## config.mk

```make
export PLATFORM = sky130hd
export DESIGN_NAME = hash_mem_arbiter
export DESIGN_NICKNAME = d
export VERILOG_FILES = /design/src/rtl/hash_mem_arbiter.sv
export SDC_FILE = /design/constraint.sdc
export NUM_CORES = 1
export LEC_CHECK = 0
export BUFFER_PORTS_ARGS = -buffer_cell sky130_fd_sc_hd__clkbuf_2
export CAP_MARGIN = 20
export CORE_AREA = 4 4 126 128
export CTS_BUF_LIST = sky130_fd_sc_hd__clkbuf_2
export DETAILED_ROUTE_END_ITERATION = 10
export DIE_AREA = 0 0 130 132
export GPL_TIMING_DRIVEN = 0
export PLACE_DENSITY = 0.52
export SYNTH_ARGS = -nofsm -noshare
export SYNTH_HDL_FRONTEND = slang
export SYNTH_SLANG_ARGS = --single-unit
```

## constraint.sdc

```tcl
create_clock -name clk -period 5.43 [get_ports clk]
set_clock_uncertainty 0.15 [all_clocks]
set_input_delay 0 -clock clk [delete_from_list [all_inputs] [get_ports clk]]
set_output_delay 0 -clock clk [all_outputs]
set_load 0.02 [all_outputs]
```

## src/rtl/hash_mem_arbiter.sv

```systemverilog
// hash_mem_arbiter
// Round-robin arbiter that lets NUM_REQ hash cores share one single-port,
// word-addressed memory with a 1-cycle synchronous read. At most one access
// is issued per cycle, and the read data is returned to the core that owns
// the grant. A core can hold the grant across a multi-word burst by raising
// its lock bit.
//
// Optional feature: define ARB_LOCK_TIMEOUT_EN to limit how long a core may
// hold a lock. After MAX_LOCK consecutive held cycles the grant is taken
// away, lock_err[core] is set and stays set, and the core is skipped by the
// arbiter until it drops lock. Without the macro a lock is held for as long
// as the core keeps it, and lock_err is tied to zero.
//
// Ports:
//   clk, reset_n             clock, asynchronous active-low reset
//   req/lock/we  [NUM_REQ]   per-core request, grant hold, write enable
//   addr, wdata              per-core address and write data; core i uses
//                            slice [i*W +: W]
//   gnt          [NUM_REQ]   registered one-hot grant, zero when idle
//   rvalid       [NUM_REQ]   registered read-return strobe
//   rdata        [DATA_W]    memory read data, broadcast to all cores
//   mem_we, mem_addr, mem_write_data, mem_read_data   memory port
//   lock_err     [NUM_REQ]   sticky lock-timeout flag
module hash_mem_arbiter #(
    parameter int NUM_REQ  = 4,
    parameter int ADDR_W   = 16,
    parameter int DATA_W   = 32,
    parameter int MAX_LOCK = 1024
) (
    input  logic                      clk,
    input  logic                      reset_n,
    input  logic [NUM_REQ-1:0]        req,
    input  logic [NUM_REQ-1:0]        lock,
    input  logic [NUM_REQ-1:0]        we,
    input  logic [NUM_REQ*ADDR_W-1:0] addr,
    input  logic [NUM_REQ*DATA_W-1:0] wdata,
    output logic [NUM_REQ-1:0]        gnt,
    output logic [NUM_REQ-1:0]        rvalid,
    output logic [DATA_W-1:0]         rdata,
    output logic                      mem_we,
    output logic [ADDR_W-1:0]         mem_addr,
    output logic [DATA_W-1:0]         mem_write_data,
    input  logic [DATA_W-1:0]         mem_read_data,
    output logic [NUM_REQ-1:0]        lock_err
);

    localparam int IDX_W = (NUM_REQ > 1) ? $clog2(NUM_REQ) : 1;

    typedef enum logic [0:0] {
        IDLE  = 1'b0,
        OWNED = 1'b1
    } state_t;

    state_t               state_r, state_s;
    // owner_r is also the round-robin pointer: in IDLE it keeps the last owner.
    logic [IDX_W-1:0]     owner_r, owner_s;
    logic [NUM_REQ-1:0]   gnt_r, gnt_s;
    logic [NUM_REQ-1:0]   rvalid_r, rvalid_s;
    logic [NUM_REQ-1:0]   arb_req_s;
    logic                 hold_s;
    logic                 found_s;
    logic [IDX_W-1:0]     sel_s;
    logic [IDX_W-1:0]     idx_s;
    logic                 issue_s;

`ifdef ARB_LOCK_TIMEOUT_EN
    localparam int CNT_W = $clog2(MAX_LOCK + 1);

    logic [CNT_W-1:0]     hold_cnt_r, hold_cnt_s;
    logic [NUM_REQ-1:0]   blocked_r, blocked_s;
    logic [NUM_REQ-1:0]   lock_err_r, lock_err_s;
    logic                 expire_s;

    // Lock hold accounting: expiry, sticky error and per-core blocking.
    always_comb begin
        expire_s   = 1'b0;
        hold_s     = 1'b0;
        hold_cnt_s = {CNT_W{1'b0}};
        lock_err_s = lock_err_r;
        // A blocked core stays blocked only while it keeps lock raised.
        blocked_s  = blocked_r & lock;
        if ((state_r == OWNED) && lock[owner_r]) begin
            if (hold_cnt_r == CNT_W'(MAX_LOCK - 1)) begin
                // Last permitted held cycle: release at this edge.
                expire_s            = 1'b1;
                lock_err_s[owner_r] = 1'b1;
                blocked_s[owner_r]  = 1'b1;
            end else begin
                hold_s     = 1'b1;
                hold_cnt_s = hold_cnt_r + CNT_W'(1);
            end
        end else begin
            hold_cnt_s = {CNT_W{1'b0}};
        end
        arb_req_s = req & ~blocked_s;
    end

    // Hold counter, blocking mask and sticky error flags.
    always_ff @(posedge clk or negedge reset_n) begin
        if (!reset_n) begin
            hold_cnt_r <= {CNT_W{1'b0}};
            blocked_r  <= {NUM_REQ{1'b0}};
            lock_err_r <= {NUM_REQ{1'b0}};
        end else begin
            hold_cnt_r <= hold_cnt_s;
            blocked_r  <= blocked_s;
            lock_err_r <= lock_err_s;
        end
    end

    assign lock_err = lock_err_r;
`else
    // Without the timeout, a raised lock holds the grant indefinitely.
    always_comb begin
        hold_s    = (state_r == OWNED) && lock[owner_r];
        arb_req_s = req;
    end

    assign lock_err = {NUM_REQ{1'b0}};
`endif

    // Next owner: first eligible requester after the pointer, pointer itself last.
    always_comb begin
        found_s = 1'b0;
        sel_s   = owner_r;
        idx_s   = owner_r;
        for (int k = 1; k <= NUM_REQ; k++) begin
            idx_s = IDX_W'((int'(owner_r) + k) % NUM_REQ);
            if (!found_s && arb_req_s[idx_s]) begin
                found_s = 1'b1;
                sel_s   = idx_s;
            end else begin
                found_s = found_s;
            end
        end

        state_s = state_r;
        owner_s = owner_r;
        if (hold_s) begin
            state_s = OWNED;
            owner_s = owner_r;
        end else if (found_s) begin
            state_s = OWNED;
            owner_s = sel_s;
        end else begin
            state_s = IDLE;
            owner_s = owner_r;
        end

        if (state_s == OWNED) begin
            gnt_s = {{(NUM_REQ-1){1'b0}}, 1'b1} << owner_s;
        end else begin
            gnt_s = {NUM_REQ{1'b0}};
        end
    end

    // Memory access issue, gated by the owner actually requesting this cycle.
    always_comb begin
        issue_s = gnt_r[owner_r] & req[owner_r];
        if (issue_s) begin
            mem_we         = we[owner_r];
            mem_addr       = addr[int'(owner_r)*ADDR_W +: ADDR_W];
            mem_write_data = wdata[int'(owner_r)*DATA_W +: DATA_W];
        end else begin
            mem_we         = 1'b0;
            mem_addr       = {ADDR_W{1'b0}};
            mem_write_data = {DATA_W{1'b0}};
        end
        rvalid_s = gnt_r & req & ~we;
    end

    // Arbiter state, pointer, grant and read-return registers.
    always_ff @(posedge clk or negedge reset_n) begin
        if (!reset_n) begin
            state_r  <= IDLE;
            owner_r  <= IDX_W'(NUM_REQ - 1);
            gnt_r    <= {NUM_REQ{1'b0}};
            rvalid_r <= {NUM_REQ{1'b0}};
        end else begin
            state_r  <= state_s;
            owner_r  <= owner_s;
            gnt_r    <= gnt_s;
            rvalid_r <= rvalid_s;
        end
    end

    assign gnt    = gnt_r;
    assign rvalid = rvalid_r;
    assign rdata  = mem_read_data;

endmodule
```

==> summary.txt <==
Detailed routing
  – DR vias: around 3200
  – Via density: 4.45
  – WL/cell: 17.5 um
  – ANT nets after route: 0
  – DRC violations left: 0
  – DR pass1 iterations: 4
  – Drt first-iter violations: 124
  – Post-Route WL: approximately 13000 um

Synth
  – Post-synthesis mux area share: 0.477
  – Post-synthesis register bit count: 11
  – Sequential cell area fraction in the yosys report: 0.112
  – FFs w/ async S/R, synth: 1.00
  – XOR/XNOR Fraction of Synth Area: 0
  – Synth Area in Compound Gates: 0.0473
  – Adder-cell share of the synthesized area: 0
  – Synth cell types: 38
  – Mapped Cells: 226
  – Post-synth EDFFs: 0
  – Synthesized area: between 2000 and 2500 um2
  – Simple-Gate Fraction of Synth Area: 0.196
  – Main combinational cell family by area after synthesis: multiplexers
  – Avg Inst Size Synth: between 10 and 15 um2
  – Post-synth top flop: dfrtp_1
  – Synth Warn #: 0

Global routing
  – Initial antenna violation count: 1
  – First-pass GRT wire length: 18600 um
  – Gr ovfl total: 0
  – Vias in the first global route: about 3400
  – GR Util met3: 0.0239
  – Met1 Use GR: 0.177
  – GRT Max-Usage Layer: met2
  – Total GRT Usage: 0.136
  – Largest net degree at the start of global routing: 11
  – Met2 Usage GRT: 0.242

Clock network
  – Worst-path clk slew: 110 ps
  – Resize count post-CTS: 0
  – Root cell of the clock tree: clkbuf_2
  – CTS tree: built
  – Longest Clk Path Bufs: 2
  – Clk_lat worst skew: between 200 and 300 ps
  – Clock sink count: 11
  – H-tree levels: 1
  – TritonCTS Buffers: 3

Timing
  – Headroom to the max-slew limit: 0.592
  – Final setup viols: 0
  – Hold_ws: around 42 ps
  – Setup TNS: 0 ps
  – Final Critical Period: ~2700 ps
  – Max frequency: 375 MHz
  – RSZ-0062 raised after global routing: no
  – Endpoints failing hold: 0
  – Slew Limit Fails: 0
  – Period utilization: 0.491
  – Slew @ Worst Pin: between 600 and 700 ps

Setup path
  – WP data required: 5280 ps
  – Worst setup SP type: flip-flop
  – Reg-to-reg setup timing slack: 3170 ps
  – Worst R2R End: gnt[0]
  – Crit. End Element: primary output
  – Kind of critical path: flip-flop to primary output
  – Worst Reg-to-Reg Cells: 6
  – CP Data Arrival Time: 2520 ps
  – Max FO, Critical Path: 10
  – R2R Path Start: owner_r[0]

Pwr
  – Pwr Density: 383 nW/um2
  – VDD IR max: 0.227 mV
  – P_leak: 2.47 nW

Min path
  – Hold WC Path Type: input port to flip-flop
  – Hold path depth: 5
  – Hold Path End: owner_r[1]
  – Min-delay src: lock[0]

Job
  – Max_cap viols: 0

Die
  – Die H: 132 um
  – DIE WIDTH: 130 um
  – Core ar.: 14900 um2
  – IO Pins: 331
  – Die area: about 17000 um2
  – Initial core utilization: 0.167
  – Std-Cell Rows: 45

Placement
  – Detailed placement HPWL: 11500 um
  – PortBufs: 292
  – DP Area: roughly 4200 um2
  – GPL Wtd Cong: 0.933

Finish
  – Final instance area: around 4300 um2
  – Sequential cell area: 278 um2
  – Area of the multi-input gates: 1810 um2
  – Layout cells sized above 1: 0.746
  – # diodes: 0
  – Most frequent cells in the layout: 295 x clkbuf_2, 50 x and3_1, 49 x mux4_2, 42 x buf_4, 15 x clkbuf_1
  – Most common cell after layout, fill and taps aside: clkbuf_2
  – Fillers: around 1600
  – Area delta synth->final: 73.5%
  – Final nets: 774

Status
  – Status: complete, no violations
[state kept, by name, indices dropped and copies added (netlist names)]
register / cells
state_r: 1
gnt: 4
owner_r: 2
rvalid: 4
[kinds of logic (layout without fill, tap and decap cells)]
family,Yosys count,after routing
and+or+nand+nor,79,79
AOI/OAI and AO/OA,16,16
DFF,11,11
buffers and inverters,65,371
other,1,4
muxes,54,54
[worst max path at each step]
stage                     startpoint            endpoint
final                     owner_r[1]         mem_addr[5]
after global routing      owner_r[1]  mem_write_data[30]
after CTS                 owner_r[1]         mem_addr[6]
after detailed placement  owner_r[1]         mem_addr[6]
after global placement    owner_r[1]              mem_we
after floorplan           owner_r[0]         mem_addr[0]
[cell usage after synthesis, drive strengths merged, types with 2 or more instances]
cell	n	area, um2
mux2i	3	30.0
a21oi	2	10.0
o21ai	3	18.8
buf	47	347
dfrtp	9	225
nand2b	3	18.8
nor3	2	10.0
and3	50	313
mux4	51	1160
clkbuf	15	56.3
and3b	3	26.3
nor2	6	22.5
nor3b	3	27.5
nand2	6	22.5
inv	3	11.3
dfstp	2	52.6
o22ai	2	12.5
[layer usage]
layer | vias to the layer above | wire [um]
met5 | - | 13
met2 | 195 | 6510
met1 | 1537 | 4850
met4 | 2 | 50
met3 | 8 | 1240
li1 | 1476 | -
[worst max-delay path, cell delays in order (launching register included)]
cell and delay (ps):
dfstp_2 530, buf_2 170, buf_2 270, clkbuf_1 510, mux4_2 420, and3_1 200, clkbuf_2 160
[report_power, final]
part / switching, W / internal (W) / total (W)
sequential: 0.0000170 / 0.000111 / 0.000128
combinational: 0.000789 / 0.000690 / 0.00148
clock: 0.0000290 / 0.0000167 / 0.0000456
total: 0.000835 / 0.000819 / 0.00165
[repair_timing]
action                                 CTS  global route
setup buffers                            0             0
endpoints found under the hold margin   15             0
hold buffers                            10             0
[through the flow]
stage	setup WS (ps)	total power, W	cells	util
3_3_place_gp	3010	0.00162	709	0.282
5_1_grt	2590	0.00181	723	0.290
6_report	2760	0.00165	723	0.290
3_5_place_dp	3020	0.00163	709	0.282
2_1_floorplan	3460	0.00118	229	-
4_1_cts	2710	0.00169	723	0.290
[cell type report]
type                            count  area share
Multi-Input combinational cell    153       0.419
Timing Repair Buffer              302       0.362
Buffer                             62      0.0934
Sequential cell                    11      0.0644
Tap cell                          188      0.0545
Clock buffer                        3     0.00348
Inverter                            3     0.00261
Clock inverter                      1     0.00116
Note: power is estimated with default switching activity, not from simulation.
